===== src/rtl/qfifo_drain_arbiter_if.sv =====
// Stream-side bundle of the FIFO drain arbiter: FIFO flags/heads/pops plus the
// registered valid/ready output port. The arbiter uses the master modport.
interface qfifo_drain_arbiter_if #(
  parameter int unsigned NUM_FIFOS  = 4,
  parameter int unsigned DATA_WIDTH = 32,
  parameter int unsigned IDX_W      = $clog2(NUM_FIFOS)
);
  logic [NUM_FIFOS-1:0]            i_fifo_empty;
  logic [NUM_FIFOS-1:0]            i_fifo_prog_full;
  logic [NUM_FIFOS*DATA_WIDTH-1:0] i_fifo_dout;
  logic [NUM_FIFOS-1:0]            o_fifo_rd_en;
  logic [DATA_WIDTH-1:0]           o_data;
  logic [IDX_W-1:0]                o_src;
  logic                            o_valid;
  logic                            i_ready;
  logic                            o_busy;

  modport master (
    input  i_fifo_empty, i_fifo_prog_full, i_fifo_dout, i_ready,
    output o_fifo_rd_en, o_data, o_src, o_valid, o_busy
  );

  modport slave (
    output i_fifo_empty, i_fifo_prog_full, i_fifo_dout, i_ready,
    input  o_fifo_rd_en, o_data, o_src, o_valid, o_busy
  );
endinterface


===== src/rtl/qfifo_drain_arbiter.sv =====
// Round-robin burst drain arbiter: grants one FWFT FIFO at a time (prog_full
// FIFOs first), pops up to MAX_BURST words into a one-entry registered output.
module qfifo_drain_arbiter #(
  parameter int unsigned NUM_FIFOS  = 4,
  parameter int unsigned DATA_WIDTH = 32,
  parameter int unsigned MAX_BURST  = 4
) (
  input logic                   i_clk,
  input logic                   i_rst_n,
  qfifo_drain_arbiter_if.master bus
);

  localparam int unsigned IDX_W = $clog2(NUM_FIFOS);
  localparam int unsigned CNT_W = $clog2(MAX_BURST + 1);

  typedef enum logic {
    IDLE,
    BURST
  } state_t;

  state_t                state_q, state_d;
  logic [IDX_W-1:0]      rr_q, rr_d;
  logic [IDX_W-1:0]      grant_q, grant_d;
  logic [CNT_W-1:0]      cnt_q, cnt_d;

  logic [NUM_FIFOS-1:0]  req_urgent;
  logic [NUM_FIFOS-1:0]  req_any;
  logic [NUM_FIFOS-1:0]  sel_set;
  logic [IDX_W-1:0]      pick_idx;
  logic                  pick_found;
  logic [IDX_W-1:0]      cand;
  int unsigned           j;

  logic [DATA_WIDTH-1:0] heads [NUM_FIFOS];
  logic                  head_empty;
  logic                  load_ok;
  logic                  pop;
  logic                  last_pop;
  logic [IDX_W-1:0]      rr_after_grant;

  logic [DATA_WIDTH-1:0] data_q;
  logic [IDX_W-1:0]      src_q;
  logic                  valid_q;

  for (genvar g = 0; g < NUM_FIFOS; g++) begin : g_head
    assign heads[g] = bus.i_fifo_dout[g*DATA_WIDTH +: DATA_WIDTH];
  end

  assign req_urgent = ~bus.i_fifo_empty & bus.i_fifo_prog_full;
  assign req_any    = ~bus.i_fifo_empty;
  assign sel_set    = (|req_urgent) ? req_urgent : req_any;

  // First requester at or above rr_q, wrapping modulo NUM_FIFOS.
  always_comb begin
    pick_idx   = '0;
    pick_found = 1'b0;
    cand       = '0;
    j          = 0;
    for (int unsigned i = 0; i < NUM_FIFOS; i++) begin
      j = 32'(rr_q) + i;
      if (j >= NUM_FIFOS) j = j - NUM_FIFOS;
      cand = IDX_W'(j);
      if (!pick_found && sel_set[cand]) begin
        pick_found = 1'b1;
        pick_idx   = cand;
      end
    end
  end

  assign head_empty     = bus.i_fifo_empty[grant_q];
  assign load_ok        = ~valid_q | bus.i_ready;
  assign pop            = (state_q == BURST) & ~head_empty & load_ok;
  assign last_pop       = pop & (cnt_q == CNT_W'(MAX_BURST - 1));
  assign rr_after_grant = (grant_q == IDX_W'(NUM_FIFOS - 1)) ? '0 : grant_q + 1'b1;

  always_comb begin
    bus.o_fifo_rd_en = '0;
    if (pop) bus.o_fifo_rd_en[grant_q] = 1'b1;
  end

  always_comb begin
    state_d = state_q;
    rr_d    = rr_q;
    grant_d = grant_q;
    cnt_d   = cnt_q;
    unique case (state_q)
      IDLE: begin
        if (pick_found) begin
          grant_d = pick_idx;
          cnt_d   = '0;
          state_d = BURST;
        end
      end
      BURST: begin
        // A drained head ends the burst without a pop; otherwise only the
        // MAX_BURST-th pop ends it. Backpressure leaves everything held.
        if (head_empty) begin
          state_d = IDLE;
          rr_d    = rr_after_grant;
        end else if (last_pop) begin
          state_d = IDLE;
          rr_d    = rr_after_grant;
          cnt_d   = '0;
        end else if (pop) begin
          cnt_d = cnt_q + 1'b1;
        end
      end
      default: state_d = IDLE;
    endcase
  end

  always_ff @(posedge i_clk or negedge i_rst_n) begin
    if (!i_rst_n) begin
      state_q <= IDLE;
      rr_q    <= '0;
      grant_q <= '0;
      cnt_q   <= '0;
    end else begin
      state_q <= state_d;
      rr_q    <= rr_d;
      grant_q <= grant_d;
      cnt_q   <= cnt_d;
    end
  end

  always_ff @(posedge i_clk or negedge i_rst_n) begin
    if (!i_rst_n) begin
      data_q  <= '0;
      src_q   <= '0;
      valid_q <= 1'b0;
    end else if (pop) begin
      data_q  <= heads[grant_q];
      src_q   <= grant_q;
      valid_q <= 1'b1;
    end else if (bus.i_ready) begin
      valid_q <= 1'b0;
    end
  end

  assign bus.o_data  = data_q;
  assign bus.o_src   = src_q;
  assign bus.o_valid = valid_q;
  assign bus.o_busy  = (state_q == BURST);

  a_rd_en_onehot: assert property (@(posedge i_clk) disable iff (!i_rst_n)
    $onehot0(bus.o_fifo_rd_en));

  a_cnt_bound: assert property (@(posedge i_clk) disable iff (!i_rst_n)
    cnt_q <= CNT_W'(MAX_BURST - 1));

  a_hold_stable: assert property (@(posedge i_clk) disable iff (!i_rst_n)
    (valid_q && !bus.i_ready) |=> (valid_q && $stable(data_q) && $stable(src_q)));

endmodule


===== src/flat_wrapper.sv =====
// flat-port wrapper written by rule: the top's interface ports become plain ports
module qfifo_drain_arbiter_flat 
#(
  parameter int unsigned NUM_FIFOS  = 4,
  parameter int unsigned DATA_WIDTH = 32,
  parameter int unsigned MAX_BURST  = 4
)
  (i_clk, i_rst_n, bus_i_fifo_empty, bus_i_fifo_prog_full, bus_i_fifo_dout, bus_i_ready, bus_o_fifo_rd_en, bus_o_data, bus_o_src, bus_o_valid, bus_o_busy);
  qfifo_drain_arbiter_if #(.NUM_FIFOS(NUM_FIFOS), .DATA_WIDTH(DATA_WIDTH)) bus_i ();
  input logic i_clk;
  input logic i_rst_n;
  input wire logic [$bits(bus_i.i_fifo_empty)-1:0] bus_i_fifo_empty;
  input wire logic [$bits(bus_i.i_fifo_prog_full)-1:0] bus_i_fifo_prog_full;
  input wire logic [$bits(bus_i.i_fifo_dout)-1:0] bus_i_fifo_dout;
  input wire logic [$bits(bus_i.i_ready)-1:0] bus_i_ready;
  output wire logic [$bits(bus_i.o_fifo_rd_en)-1:0] bus_o_fifo_rd_en;
  output wire logic [$bits(bus_i.o_data)-1:0] bus_o_data;
  output wire logic [$bits(bus_i.o_src)-1:0] bus_o_src;
  output wire logic [$bits(bus_i.o_valid)-1:0] bus_o_valid;
  output wire logic [$bits(bus_i.o_busy)-1:0] bus_o_busy;
  assign bus_i.i_fifo_empty = bus_i_fifo_empty;
  assign bus_i.i_fifo_prog_full = bus_i_fifo_prog_full;
  assign bus_i.i_fifo_dout = bus_i_fifo_dout;
  assign bus_i.i_ready = bus_i_ready;
  assign bus_o_fifo_rd_en = bus_i.o_fifo_rd_en;
  assign bus_o_data = bus_i.o_data;
  assign bus_o_src = bus_i.o_src;
  assign bus_o_valid = bus_i.o_valid;
  assign bus_o_busy = bus_i.o_busy;
  qfifo_drain_arbiter #(.NUM_FIFOS(NUM_FIFOS), .DATA_WIDTH(DATA_WIDTH), .MAX_BURST(MAX_BURST)) u_core (.i_clk(i_clk), .i_rst_n(i_rst_n), .bus(bus_i));
endmodule

===== config.mk =====
export PLATFORM = sky130hd
export DESIGN_NAME = qfifo_drain_arbiter_flat
export DESIGN_NICKNAME = d
export VERILOG_FILES = /design/src/rtl/qfifo_drain_arbiter_if.sv /design/src/rtl/qfifo_drain_arbiter.sv /design/src/flat_wrapper.sv
export SDC_FILE = /design/constraint.sdc
export NUM_CORES = 1
export LEC_CHECK = 0
export BUFFER_PORTS_ARGS = -buffer_cell sky130_fd_sc_hd__buf_4
export CAP_MARGIN = 20
export CORE_UTILIZATION = 43
export DETAILED_ROUTE_END_ITERATION = 12
export GPL_ROUTABILITY_DRIVEN = 0
export HOLD_SLACK_MARGIN = 0.1
export PLACE_DENSITY = 0.82
export SYNTH_ARGS = -nofsm -noshare
export SYNTH_HDL_FRONTEND = slang
export SYNTH_SLANG_ARGS = --single-unit

===== constraint.sdc =====
create_clock -name i_clk -period 2.4 [get_ports i_clk]
set_input_delay 0.48 -clock i_clk [delete_from_list [all_inputs] [get_ports i_clk]]
set_output_delay 0.48 -clock i_clk [all_outputs]
set_load 0.02 [all_outputs]

# Yosys cells after proc, flatten, opt, wreduce, memory -nomap -nowiden
# Cells that the tools add are included.
totals:
  in_bits: 139
  regBits: 43
  elab_cells: 98
  output_inout_bits: 40
classes:
  mux: 43
  n_addsub: 9
  n_eq_ne: 5
  order_cmp: 11
  bitwise: 10
  n_reduce_logical: 13
op_table:
  columns: ["op", "n"]
  rows:
  - ["$bmux W32 S2", 1]
  - ["$mux W32", 2]
  - ["$mux W2", 11]
  - ["$lt A2 B3 Y1 const B", 5]
  - ["$mux W1", 15]
  - ["$ge A3 B3 Y1 const B", 4]
  - ["$mux W3", 4]
  - ["$bmux W1 S2", 5]
  - ["$mux W4", 2]
  - ["$sub A2 B1 Y2 const B", 4]
  - ["$add A2 B2 Y3 const B", 2]
  - ["$pmux W3 S2", 1]
  - ["$and A4 B4 Y4", 1]
  - ["$logic_and A1 B1 Y1", 4]
  - ["$not A4 Y4", 1]
  - ["$reduce_and A2 Y1", 2]
  - ["$reduce_bool A2 Y1", 2]
  - ["$reduce_or A4 Y1", 1]
  - ["$add A2 B1 Y3 const B", 1]
  - ["$add A3 B1 Y3 const B", 1]
  - ["$and A1 B1 Y1", 3]
  - ["$eq A3 B2 Y1 const B", 1]
  - ["$ge A2 B3 Y1 const B", 1]
  - ["$logic_not A1 Y1", 3]
  - ["12 further kinds", 14]

# Logic depth before layout (Yosys ltp)
depth:
  depth_word: 18
  depth_mapped: 8
  ltp_nobuf: 6

# Least setup slack after synthesis
# OpenSTA, ideal clock, no wires.
synth_timing:
  kind: "reg-to-output"
  startpoint: "reg u_core.grant_q[0]"
  endpoint: "out bus_o_fifo_rd_en[0]"
  arrival_ns: 1.774
  path_stages_with_launch: 8
  path_slack_ns: 0.146
  required_ns: 1.920
  n_path_buf: 3
  path_cell_list: "dfrtp_1 -> buf_6 -> mux4_2 -> nand2b_4 -> nor2b_4 -> buf_6 -> buf_6 -> and2_1"
synth_via:
  elab_chain_cells: 6
  word_cells_on_any_way: 11
  classes_between: "order compare (2); mux (5); bitwise (3); reduce/logical (1)"
synth_rtl:
  columns: ["element", "line", "source"]
  rows:
  - ["start, declared", "qfifo_drain_arbiter.sv:23", "logic [IDX_W-1:0] grant_q, grant_d;"]
  - ["start signal, assigned", "qfifo_drain_arbiter.sv:121", "grant_q <= grant_d;"]
  - ["parallel branches: the longest is 5 deep, another holds $lt A2 B3 Y1", null, null]
  - ["$mux W4 (*)", "qfifo_drain_arbiter.sv:78", "if (pop) bus.o_fifo_rd_en[grant_q] = 1'b1;"]
  - ["end, declared", "flat_wrapper.sv:16", "output wire logic [$bits(bus_i.o_fifo_rd_en)-1:0] bus_o_fifo_rd_en;"]
# Mark *: on every way between the ends. The select of a mux whose other input is x is not followed.

# Worst setup path in the final report
# Same ends and word-level chain as after synthesis.

==> flow_summary.yaml <==
route:
  drc_errors: 0
  vias: 2468
  drtIter0Drc: 97
  final_antenna_net_count: 0
  wl_microns: 8330
  detail_route.wl_per_cell_microns: 18.4
  drtPass1Iterations: 5
  vias_per_cell: 5.45
synth:
  ys.flop_type: "dfrtp_1"
  synth_top_area_share_pct: 38.7
  synth-edff-count: 0
  synth_top_area_cell: "dfrtp_1"
  synth_seq_area_share_pct: 38.7
  synth_nets: 343
  ys_seq_elements: 43
  async_flop_share_pct: 100
  yosysUniqueCellTypes: 34
  syn_area_per_cell_sq_um: 14.0
  synthCells: 199
  netlist_top_cells_area: "dfrtp_1, mux4_2, mux2_2, mux2_1, buf_6"
  syn-cell-area_sq_um: 2780
  yosys_warnings: 0
critical_path:
  endpoint_kind: "primary output"
  cp_max_fo: 6
  crit_required_ns: 1.92
  critPathMaxStageDelay_ns: 0.52
  cp.arrival_ns: 1.84
  critPathLaunchType: "flop"
  reg2reg_slack_ns: 0.24
  rr_worst_depth: 6
  crit_chain: "mux4_2 -> nand2b_4 -> nor2b_4 -> and2_1 -> buf_4"
  rr_startpoint: "u_core.grant_q[0]"
  cp-endpoint: "bus_o_fifo_rd_en[0]"
  critPathSlowestCell: "mux4_2"
  crit_type: "flop to primary output"
  r2r_end: "u_core.bus.o_data[20]"
  critPathLaunch: "u_core.grant_q[0]"
timing:
  finalMaxSlewViolations: 0
  fin_ws_ns: 0.0754
  setup_violations: 0
  worst_slew_pin_slew_ns: 0.534
  fin_crit_ns: 2.32
  setup_tns_ns: 0
  fmax_mhz: 430
  period_share_pct: 96.9
  grt_setup_unrepaired: "no"
  slew-limit-headroom_pct: 64.4
  timing.clock.skew_ns: 0.00133
  hold_violations: 0
layout:
  fin_util_pct: 70.9
  drive_above_1_share_pct: 67.7
  nNetsFinal: 521
  nFillCells: 455
  final_area_sq_um: 4300
  layout.cells.most_common: "buf_4"
  areaGrowthSynthToFinish_pct: 54.6
  diodes: 0
  layout_common_cells: "buf_4, dfrtp_1, mux4_2, mux2_2, mux2_1"
floorplan:
  dieArea_sq_um: 6780
  die_h_microns: 82.4
  dieWidth_microns: 82.4
  rows: 28
  initial_core_util_pct: 45.8
  io_pins: 179
  coreArea_sq_um: 6060
hold_path:
  hold_path.class: "input port to asynchronous set/reset pin"
cts:
  clk_latency_ns: 0.29
  path_clk_slew_ns: 0.08
  cts-root-buf: "clkbuf_8"
  clk_path_buf_depth: 2
  h-tree-depth: 2
  cts_buffers: 5
  ctsResizeCount: 0
  cts.sinks: 43
  ctsHoldBuffers: 0
  cts_tree: "yes"
global_routing:
  grt_pass1_vias: 2507
  gr-total-overflow: 0
  grt.total_usage_pct: 24.0
  antenna_found_initial: 0
  grt_max_degree: 44
  grt_pass1_wl_microns: 12100
flow_run:
  maxCapViolCount: 0
power:
  irDropWorstVdd_v: 0.000942
  powerDensity_nw_per_um2: 1150
  power_leakage_uw: 0.00201
placement:
  portBuffers: 178
  pre_cts_ws_ns: 0.141
  hpwl_microns: 6600
  place_area_sq_um: 4160
run_status:
  status: "finished clean"
cells by family after synthesis:
family | after synthesis | share of synthesized area [%]
DFF | 43 | 38.7
buffers and inverters | 18 | 4.05
muxes | 69 | 41.3
adders and majority gates | 5 | 2.25
xor gates and xnor gates | 1 | 0.315
AOI/OAI and AO/OA | 23 | 5.50
and+or+nand+nor | 40 | 7.84
power by group:
| group | switching, uW | leakage (uW) | internal (uW) |
|---|---|---|---|
| Combinational | 1420 | 0.00144 | 1620 |
| Sequential | 234 | 0.000512 | 1100 |
| Clock | 236 | 0.0000612 | 337 |
| Total | 1890 | 0.00201 | 3050 |
Yosys cell counts (all sizes together) (4+ instances only):
master	count
nor2	9
o21ai	5
and2	4
nand2	10
mux4	33
buf	9
ha	5
dfrtp	43
a31oi	4
mux2	35
a21oi	4
nand2b	7
nor2b	5
inv	4
clkbuf	5
area by class of cell:
type / instances / area (sq um) / area share, %
Clock buffer: 6 / 82.6 / 1.92
Clock inverter: 2 / 35.0 / 0.816
Inverter: 4 / 15.0 / 0.350
Multi-Input combinational cell: 138 / 1590 / 37.0
Sequential cell: 43 / 1080 / 25.1
Tap cell: 75 / 93.8 / 2.18
Timing Repair Buffer: 185 / 1400 / 32.6
sequential cells by signal, summed over array words and instances, names as in the netlist:
| name | count |
|---|---|
| u_core.bus.o_data | 32 |
| u_core.cnt_q | 3 |
| u_core.bus.o_valid | 1 |
| u_core.bus.o_busy | 1 |
| u_core.grant_q | 2 |
| u_core.bus.o_src | 2 |
| u_core.rr_q | 2 |
worst max-delay path: cells and delay by family (launching register included):
| kind | cells | cell delay [ns] |
|---|---|---|
| muxes | 1 | 0.52 |
| and+or+nand+nor | 3 | 0.49 |
| DFF | 1 | 0.41 |
| buffers and inverters | 1 | 0.14 |
metrics by stage:
| step | std cells | hold slack (ns) | power, uW |
|---|---|---|---|
| floorplan | 199 | 0.184 | 3340 |
| global placement | 443 | 0.470 | 4320 |
| detailed placement | 443 | 0.481 | 4400 |
| CTS | 451 | 0.189 | 4980 |
| global route | 453 | 0.208 | 5250 |
| finish | 453 | 0.172 | 4950 |
layer usage:
| metal | share of wire, % | track usage [%] | up-vias |
|---|---|---|---|
| met5 | 0 | 0 | - |
| met4 | 2.1 | 8.77 | 0 |
| met3 | 8.6 | 4.73 | 18 |
| met2 | 53 | 43.7 | 104 |
| met1 | 36 | 27.7 | 1219 |
| li1 | - | - | 1127 |
what timing repair did:
item,in CTS,in global routing
hold endpoints to repair,0,0
setup endpoints to repair,0,4
buffers inserted,0,2
worst min path at each step:
stage / startpoint / endpoint / depth (start not counted)
6_report: i_rst_n / u_core.bus.o_data[16] / 1
5_1_grt: i_rst_n / u_core.bus.o_data[3] / 1
4_1_cts: i_rst_n / u_core.bus.o_data[15] / 1
3_5_place_dp: u_core.bus.o_data[11] / u_core.bus.o_data[11] / 1
3_3_place_gp: u_core.bus.o_data[0] / u_core.bus.o_data[0] / 1
2_1_floorplan: i_rst_n / u_core.bus.o_busy / 0
Power figures use the tool's default switching activity.
